[src/rtl/ysyx_041514_csr_regfile.sv]
// Machine-mode CSR register file: commit, read mux, trap/mret, counters
// and interrupt pending evaluation.
module ysyx_041514_csr_regfile #(
   parameter int unsigned     XLEN         = 64,
   parameter int unsigned     CSR_ADDR_LEN = 12,
   parameter logic [XLEN-1:0] MTVEC_RESET  = 64'h0
) (
   input  logic                    clk,
   input  logic                    rst,
   input  logic [CSR_ADDR_LEN-1:0] csr_raddr_i,
   output logic [XLEN-1:0]         csr_rdata_o,
   output logic                    csr_rillegal_o,
   input  logic                    csr_wen_i,
   input  logic [CSR_ADDR_LEN-1:0] csr_waddr_i,
   input  logic [XLEN-1:0]         csr_wdata_i,
   input  logic                    retire_i,
   input  logic                    trap_valid_i,
   input  logic [XLEN-1:0]         trap_cause_i,
   input  logic [XLEN-1:0]         trap_pc_i,
   input  logic                    mret_valid_i,
   input  logic                    timer_irq_i,
   input  logic                    ext_irq_i,
   output logic [XLEN-1:0]         mtvec_o,
   output logic [XLEN-1:0]         mepc_o,
   output logic                    irq_pending_o
);

   localparam logic [CSR_ADDR_LEN-1:0] A_MSTATUS  = CSR_ADDR_LEN'(12'h300);
   localparam logic [CSR_ADDR_LEN-1:0] A_MIE      = CSR_ADDR_LEN'(12'h304);
   localparam logic [CSR_ADDR_LEN-1:0] A_MTVEC    = CSR_ADDR_LEN'(12'h305);
   localparam logic [CSR_ADDR_LEN-1:0] A_MSCRATCH = CSR_ADDR_LEN'(12'h340);
   localparam logic [CSR_ADDR_LEN-1:0] A_MEPC     = CSR_ADDR_LEN'(12'h341);
   localparam logic [CSR_ADDR_LEN-1:0] A_MCAUSE   = CSR_ADDR_LEN'(12'h342);
   localparam logic [CSR_ADDR_LEN-1:0] A_MIP      = CSR_ADDR_LEN'(12'h344);
   localparam logic [CSR_ADDR_LEN-1:0] A_MCYCLE   = CSR_ADDR_LEN'(12'hB00);
   localparam logic [CSR_ADDR_LEN-1:0] A_MINSTRET = CSR_ADDR_LEN'(12'hB02);
   localparam logic [CSR_ADDR_LEN-1:0] A_MHARTID  = CSR_ADDR_LEN'(12'hF14);

   // Clears the two low bits of pc-like values (direct mode, IALIGN=32).
   localparam logic [XLEN-1:0] ALIGN_MASK = ~XLEN'(3);

   logic            mie_q, mie_d;
   logic            mpie_q, mpie_d;
   logic            meie_q, meie_d;
   logic            mtie_q, mtie_d;
   logic [XLEN-1:0] mtvec_q, mtvec_d;
   logic [XLEN-1:0] mscratch_q, mscratch_d;
   logic [XLEN-1:0] mepc_q, mepc_d;
   logic [XLEN-1:0] mcause_q, mcause_d;
   logic [XLEN-1:0] mcycle_q, mcycle_d;
   logic [XLEN-1:0] minstret_q, minstret_d;

   logic            wr_mstatus, wr_mie, wr_mtvec, wr_mscratch;
   logic            wr_mepc, wr_mcause, wr_mcycle, wr_minstret;
   logic [XLEN-1:0] mstatus_rd, mie_rd, mip_rd;

   assign wr_mstatus  = csr_wen_i && (csr_waddr_i == A_MSTATUS);
   assign wr_mie      = csr_wen_i && (csr_waddr_i == A_MIE);
   assign wr_mtvec    = csr_wen_i && (csr_waddr_i == A_MTVEC);
   assign wr_mscratch = csr_wen_i && (csr_waddr_i == A_MSCRATCH);
   assign wr_mepc     = csr_wen_i && (csr_waddr_i == A_MEPC);
   assign wr_mcause   = csr_wen_i && (csr_waddr_i == A_MCAUSE);
   assign wr_mcycle   = csr_wen_i && (csr_waddr_i == A_MCYCLE);
   assign wr_minstret = csr_wen_i && (csr_waddr_i == A_MINSTRET);

   // MPP is hardwired to machine mode, so only MIE/MPIE are stored.
   assign mstatus_rd = {{(XLEN-13){1'b0}}, 2'b11, 3'b0, mpie_q,
                        3'b0, mie_q, 3'b0};
   assign mie_rd     = {{(XLEN-12){1'b0}}, meie_q, 3'b0, mtie_q, 7'b0};
   assign mip_rd     = {{(XLEN-12){1'b0}}, ext_irq_i, 3'b0,
                        timer_irq_i, 7'b0};

   assign mtvec_o       = mtvec_q;
   assign mepc_o        = mepc_q;
   assign irq_pending_o = mie_q & ((meie_q & ext_irq_i) |
                                   (mtie_q & timer_irq_i));

   // Next state: trap beats mret beats a CSR write on mstatus/mepc/mcause.
   always_comb begin
      mie_d      = mie_q;
      mpie_d     = mpie_q;
      meie_d     = meie_q;
      mtie_d     = mtie_q;
      mtvec_d    = mtvec_q;
      mscratch_d = mscratch_q;
      mepc_d     = mepc_q;
      mcause_d   = mcause_q;
      if (trap_valid_i) begin
         mpie_d   = mie_q;
         mie_d    = 1'b0;
         mepc_d   = trap_pc_i & ALIGN_MASK;
         mcause_d = trap_cause_i;
      end else if (mret_valid_i) begin
         mie_d  = mpie_q;
         mpie_d = 1'b1;
      end else begin
         if (wr_mstatus) begin
            mie_d  = csr_wdata_i[3];
            mpie_d = csr_wdata_i[7];
         end
         if (wr_mepc)   mepc_d   = csr_wdata_i & ALIGN_MASK;
         if (wr_mcause) mcause_d = csr_wdata_i;
      end
      if (wr_mie) begin
         meie_d = csr_wdata_i[11];
         mtie_d = csr_wdata_i[7];
      end
      if (wr_mtvec)    mtvec_d    = csr_wdata_i & ALIGN_MASK;
      if (wr_mscratch) mscratch_d = csr_wdata_i;
      mcycle_d   = wr_mcycle ? csr_wdata_i : mcycle_q + XLEN'(1);
      minstret_d = wr_minstret ? csr_wdata_i
                 : minstret_q + XLEN'(retire_i);
   end

   // State registers with asynchronous reset.
   always_ff @(posedge clk or posedge rst) begin
      if (rst) begin
         mie_q      <= 1'b0;
         mpie_q     <= 1'b0;
         meie_q     <= 1'b0;
         mtie_q     <= 1'b0;
         mtvec_q    <= MTVEC_RESET & ALIGN_MASK;
         mscratch_q <= '0;
         mepc_q     <= '0;
         mcause_q   <= '0;
         mcycle_q   <= '0;
         minstret_q <= '0;
      end else begin
         mie_q      <= mie_d;
         mpie_q     <= mpie_d;
         meie_q     <= meie_d;
         mtie_q     <= mtie_d;
         mtvec_q    <= mtvec_d;
         mscratch_q <= mscratch_d;
         mepc_q     <= mepc_d;
         mcause_q   <= mcause_d;
         mcycle_q   <= mcycle_d;
         minstret_q <= minstret_d;
      end
   end

   // Zero-latency read mux; unknown addresses read 0 and flag illegal.
   always_comb begin
      csr_rdata_o    = '0;
      csr_rillegal_o = 1'b0;
      case (csr_raddr_i)
         A_MSTATUS:  csr_rdata_o = mstatus_rd;
         A_MIE:      csr_rdata_o = mie_rd;
         A_MTVEC:    csr_rdata_o = mtvec_q;
         A_MSCRATCH: csr_rdata_o = mscratch_q;
         A_MEPC:     csr_rdata_o = mepc_q;
         A_MCAUSE:   csr_rdata_o = mcause_q;
         A_MIP:      csr_rdata_o = mip_rd;
         A_MCYCLE:   csr_rdata_o = mcycle_q;
         A_MINSTRET: csr_rdata_o = minstret_q;
         A_MHARTID:  csr_rdata_o = '0;
         default:    csr_rillegal_o = 1'b1;
      endcase
   end

endmodule

[config.mk]
export PLATFORM = sky130hd
export DESIGN_NAME = ysyx_041514_csr_regfile
export DESIGN_NICKNAME = d
export VERILOG_FILES = /design/src/rtl/ysyx_041514_csr_regfile.sv
export SDC_FILE = /design/constraint.sdc
export NUM_CORES = 1
export LEC_CHECK = 0
export BUFFER_PORTS_ARGS = -buffer_cell sky130_fd_sc_hd__buf_4
export CORE_AREA = 2 2 268 191
export DETAILED_ROUTE_END_ITERATION = 8
export DIE_AREA = 0 0 270 193
export GPL_ROUTABILITY_DRIVEN = 1
export PLACE_DENSITY = 0.71
export SETUP_SLACK_MARGIN = 0.3
export SLEW_MARGIN = 20
export SYNTH_ARGS = -nofsm -noshare
export SYNTH_HDL_FRONTEND = slang
export SYNTH_SLANG_ARGS = --single-unit
[constraint.sdc]
create_clock -name clk -period 30.1 [get_ports clk]
set_input_delay 3.01 -clock clk [delete_from_list [all_inputs] [get_ports clk]]
set_output_delay 3.01 -clock clk [all_outputs]
set_load 0.005 [all_outputs]
Yosys cells after proc, flatten, opt, wreduce, memory -nomap -nowiden. Index checks and enable logic that the tools add are counted.

Logic and storage cells: 65. Input port bits: 224. Flip-flop bits (word level): 386. Output and inout port bits: 194.

Mux-type cells: 16. Reductions and logical operators: 14. Eq/ne operators: 19. $add $sub $neg: 2. Bitwise gates (word level): 4.

Operators by type and width (count): $pmux W64 S9 (1); $mux W64 (8); $eq A12 B10 Y1 const B (13); $add A64 B1 Y64 (1); $add A64 B1 Y64 const B (1); $eq A12 B12 Y1 const B (5); $reduce_or A10 Y1 (1); $logic_and A1 B1 Y1 (8); $mux W1 (7); $reduce_and A2 Y1 (2); $reduce_bool A2 Y1 (2); $and A1 B1 Y1 (3); $reduce_bool A3 Y1 (1); $ne A2 B2 Y1 const B (1); $or A1 B1 Y1 (1).

Longest topological paths before layout.
Depth after elaboration: 5. Depth in mapped cells: 10. Mapped depth without buffers: 8.

Worst setup path after synthesis. OpenSTA, ideal clock, no wires.

Path kind: in2out. Start point: input csr_raddr_i[5]. End point: output csr_rdata_o[17]. Arrival: 4.624 ns. Data required time: 27.090 ns. Slack: 22.466 ns. Stages: 6. Buffers on the path: 1. Cells stage by stage: nor3_1 > nand4b_1 > nor4_1 > clkbuf_1 > a222oi_1 > nand3_1.

Cells in the longest elaborated chain, start to end: 2. Elaborated cells on any way between the ends: 10. Those cells by class: 9 x eq/ne; 1 x mux.

Ends and longest elaborated chain: from (decl) (line 10) `input logic [CSR_ADDR_LEN-1:0] csr_raddr_i,`; $eq A12 B12 Y1 / $eq A12 B10 Y1 (equally long branches) (line 146) `case (csr_raddr_i)`; $pmux W64 S9 (*) (line 146); to (decl) (line 11) `output logic [XLEN-1:0] csr_rdata_o,`.

Mark *: on every way between the ends. The rest lies on a longest branch, timed or not.

Worst setup path in the final report.
Start point: input csr_raddr_i[5]. End point: output csr_rdata_o[11].

Same word-level chain as after synthesis.

==> flow_summary.json <==
{
  "gp_congestion": 0.8811,
  "drv_slew": 0,
  "vdd_ir_drop_max_v": 0.00003685,
  "max_slew_margin_pct": 23.82,
  "syn_avg_cell_area_um2": 9.907,
  "fin_skew_ns": 0.02729,
  "tightest_slew_ns": 1.143,
  "worstSetupStartpointType": "primary input",
  "hold_viol": 0,
  "drtPass1Iterations": 6,
  "cts_tree": "yes",
  "yosys.area_share.adder_pct": 0.1915,
  "antenna_found_initial": 1,
  "vias": 17260,
  "synth_largest_area_cell": "dfrtp_1",
  "layout.nets": 2553,
  "die_w_um": 270,
  "grt_usage_pct": 24.66,
  "drt_iter0_drc": 1883,
  "grt_max_degree": 98,
  "syn-instance-count": 1978,
  "p_total_mw": 1.216,
  "area_growth_pct": 26.18,
  "cts_setup_buffers": 0,
  "cts_max_path_buffers": 3,
  "cts_resized": 0,
  "grt_setup_unrepaired": "false",
  "path_common_cell": "buf_4",
  "slowest_stage": "nor2_4",
  "yosysUniqueCellTypes": 43,
  "gr-total-overflow": 0,
  "fmax_mhz": 112.7,
  "synth_flop_cell": "dfrtp_1",
  "path_class": "primary input to primary output",
  "hpwl_um": 44380,
  "synth_xor_area_share_pct": 5.542,
  "cts_sinks": 384,
  "synthArstFlopShare_pct": 100.0,
  "routed_via_density": 5.698,
  "die_h_um": 193,
  "io_buffers": 411,
  "period_minus_slack_ns": 8.873,
  "tns_ns": 0,
  "ys_ff_latch": 384,
  "drt-total-wl_um": 65640,
  "status": "completed",
  "multi_input_area_um2": 9528,
  "ios": 418,
  "netlist_area_um2": 19600,
  "synth_area_leaders": "dfrtp_1 (49%), mux2_2 (7.6%), mux2i_1 (6.5%), nand2_1 (4.6%), xnor2_1 (3.4%)",
  "path_cells": "buf_4 > nor3_1 > nor2b_1 > nand4_1 > nor2_4 > buf_4 > a222oi_1 > nand3_1 > buf_4",
  "grt_pass1_vias": 17057,
  "drc": 0,
  "synthMuxAreaShare_pct": 14.12,
  "antenna_left": 0,
  "die_area_um2": 52110,
  "worst-endpoint-arrival_ns": 5.86,
  "slowest_delay_ns": 0.80,
  "synth_edf_count": 0,
  "path_clk_slew_ns": 0.05,
  "synth-compound-area-share_pct": 12.53,
  "htree_levels": 2,
  "rrSetupSlack_ns": 26.58,
  "required_ns": 27.09,
  "rows": 69,
  "setup_violations": 0,
  "regArea_um2": 9609,
  "drive_gt1_share_pct": 27.70,
  "synth_top_family_by_area": "simple AND/OR/NAND/NOR gates",
  "finalCritPeriodShare_pct": 29.48,
  "cts_buffers": 41,
  "avgRoutedWirePerCell_um": 21.67,
  "p_per_area_nw_per_um2": 49.18,
  "grt_pass1_wl_um": 100900,
  "crit_path_end_kind": "primary output",
  "fillers": 4467,
  "hp-class": "flip-flop to flip-flop",
  "p_leak_nw": 12.19,
  "ctsRootBufferMaster": "clkbuf_16",
  "clk_latency_ns": 0.57,
  "synth_seq_area_share_pct": 49.04,
  "synth_top_cell_area_share_pct": 49.04,
  "yosys.area_share.simple_pct": 15.64,
  "yosys_warnings": 0,
  "ctsHoldBuffers": 0,
  "start_util_pct": 39.34,
  "max_cap_viol_count": 0,
  "coreArea_um2": 49810,
  "cp_max_fo": 36
}
==> registers in the layout, summed over array words and instances (netlist names) <==
name        cells
mscratch_q     64
mtvec_o        62
mie_q           1
meie_q          1
mepc_o         62
mcause_q       64
minstret_q     64
mpie_q          1
mcycle_q       64
mtie_q          1
==> critical path: cells and delay by family <==
family | cells | cell delay, ns
and+or+nand+nor | 5 | 1.67
buffers and inverters | 3 | 0.81
AOI/OAI and AO/OA | 1 | 0.26
==> cells in the mapped netlist (all sizes together) (19+ instances only) <==
cell,number
dfrtp,384
nand2,240
nor2,173
mux2,132
o21ai,130
a21oi,128
mux2i,128
clkbuf,116
nand3,108
xnor2,77
a222oi,65
a22oi,63
xor2,47
nand4,38
nor3,30
and3,21
inv,19
==> where the power goes <==
group          internal, mW  total [mW]  switching (mW)
Sequential            0.543       0.570          0.0274
Combinational        0.0519       0.103          0.0511
Clock                 0.327       0.543           0.216
==> cells in the final DEF, fill, tap and decap left out, types with 5 or more instances in the layout <==
cell	n
nor3_1	25
a222oi_1	65
xor2_1	47
and4_1	9
nand3_1	105
mux2i_1	128
nand4_1	38
inv_1	18
dfrtp_1	384
xnor2_1	77
clkinv_2	5
buf_4	429
and3_1	20
bufinv_16	6
nor2_1	169
a22oi_1	63
o21ai_0	130
clkbuf_8	6
nand2_1	238
clkbuf_1	7
mux2_2	132
a21oi_1	128
clkbuf_16	43
nor3_2	5
nor4_1	16
==> path summary, 6_finish.rpt <==
check	start	to	cells past startpoint
max in group asynchronous	rst	mscratch_q[42]	4
max	csr_raddr_i[5]	csr_rdata_o[11]	9
min in group asynchronous	rst	mepc_o[7]	2
max reg2reg	minstret_q[0]	minstret_q[50]	8
min reg2reg	mscratch_q[22]	mscratch_q[22]	1
min	mscratch_q[22]	mscratch_q[22]	1
==> cell type report <==
class / instances / area share (%)
Antenna cell: 1 / 0.01012
Clock buffer: 56 / 4.792
Clock inverter: 15 / 0.9614
Inverter: 19 / 0.3188
Multi-Input combinational cell: 1449 / 38.53
Sequential cell: 384 / 38.86
Tap cell: 674 / 3.410
Timing Repair Buffer: 431 / 13.12
==> kinds of logic after synthesis <==
group | after synthesis
other | 1
and+or+nand+nor | 667
buffers and inverters | 148
muxes | 260
adders and majority gates | 3
xor gates and xnor gates | 124
DFF | 384
AOI/OAI and AO/OA | 391
==> per-stage QoR <==
stage	util (%)	instance area [µm²]	std cells	hold slack [ns]	setup WS [ns]
finish	49.64	24730	3029	0.5047	21.23
global route	49.63	24730	3028	0.5122	21.10
CTS	49.61	24720	3028	0.5062	21.27
detailed placement	46.76	23290	2957	0.4925	21.34
global placement	46.76	23290	2957	0.4862	21.36
floorplan	-	19610	1981	0.4704	16.42
==> layer usage <==
| layer | GRT usage (%) | wire length (µm) | share of wire [%] | up-vias |
|---|---|---|---|---|
| met2 | 37.71 | 28880 | 44 | 792 |
| met3 | 5.820 | 5918 | 9.0 | 93 |
| met1 | 35.12 | 29350 | 45 | 8525 |
| li1 | - | - | - | 7848 |
| met5 | 0.9982 | 72 | 0.11 | - |
| met4 | 6.517 | 1419 | 2.2 | 2 |
No activity file was read; power rests on OpenSTA's default activity.
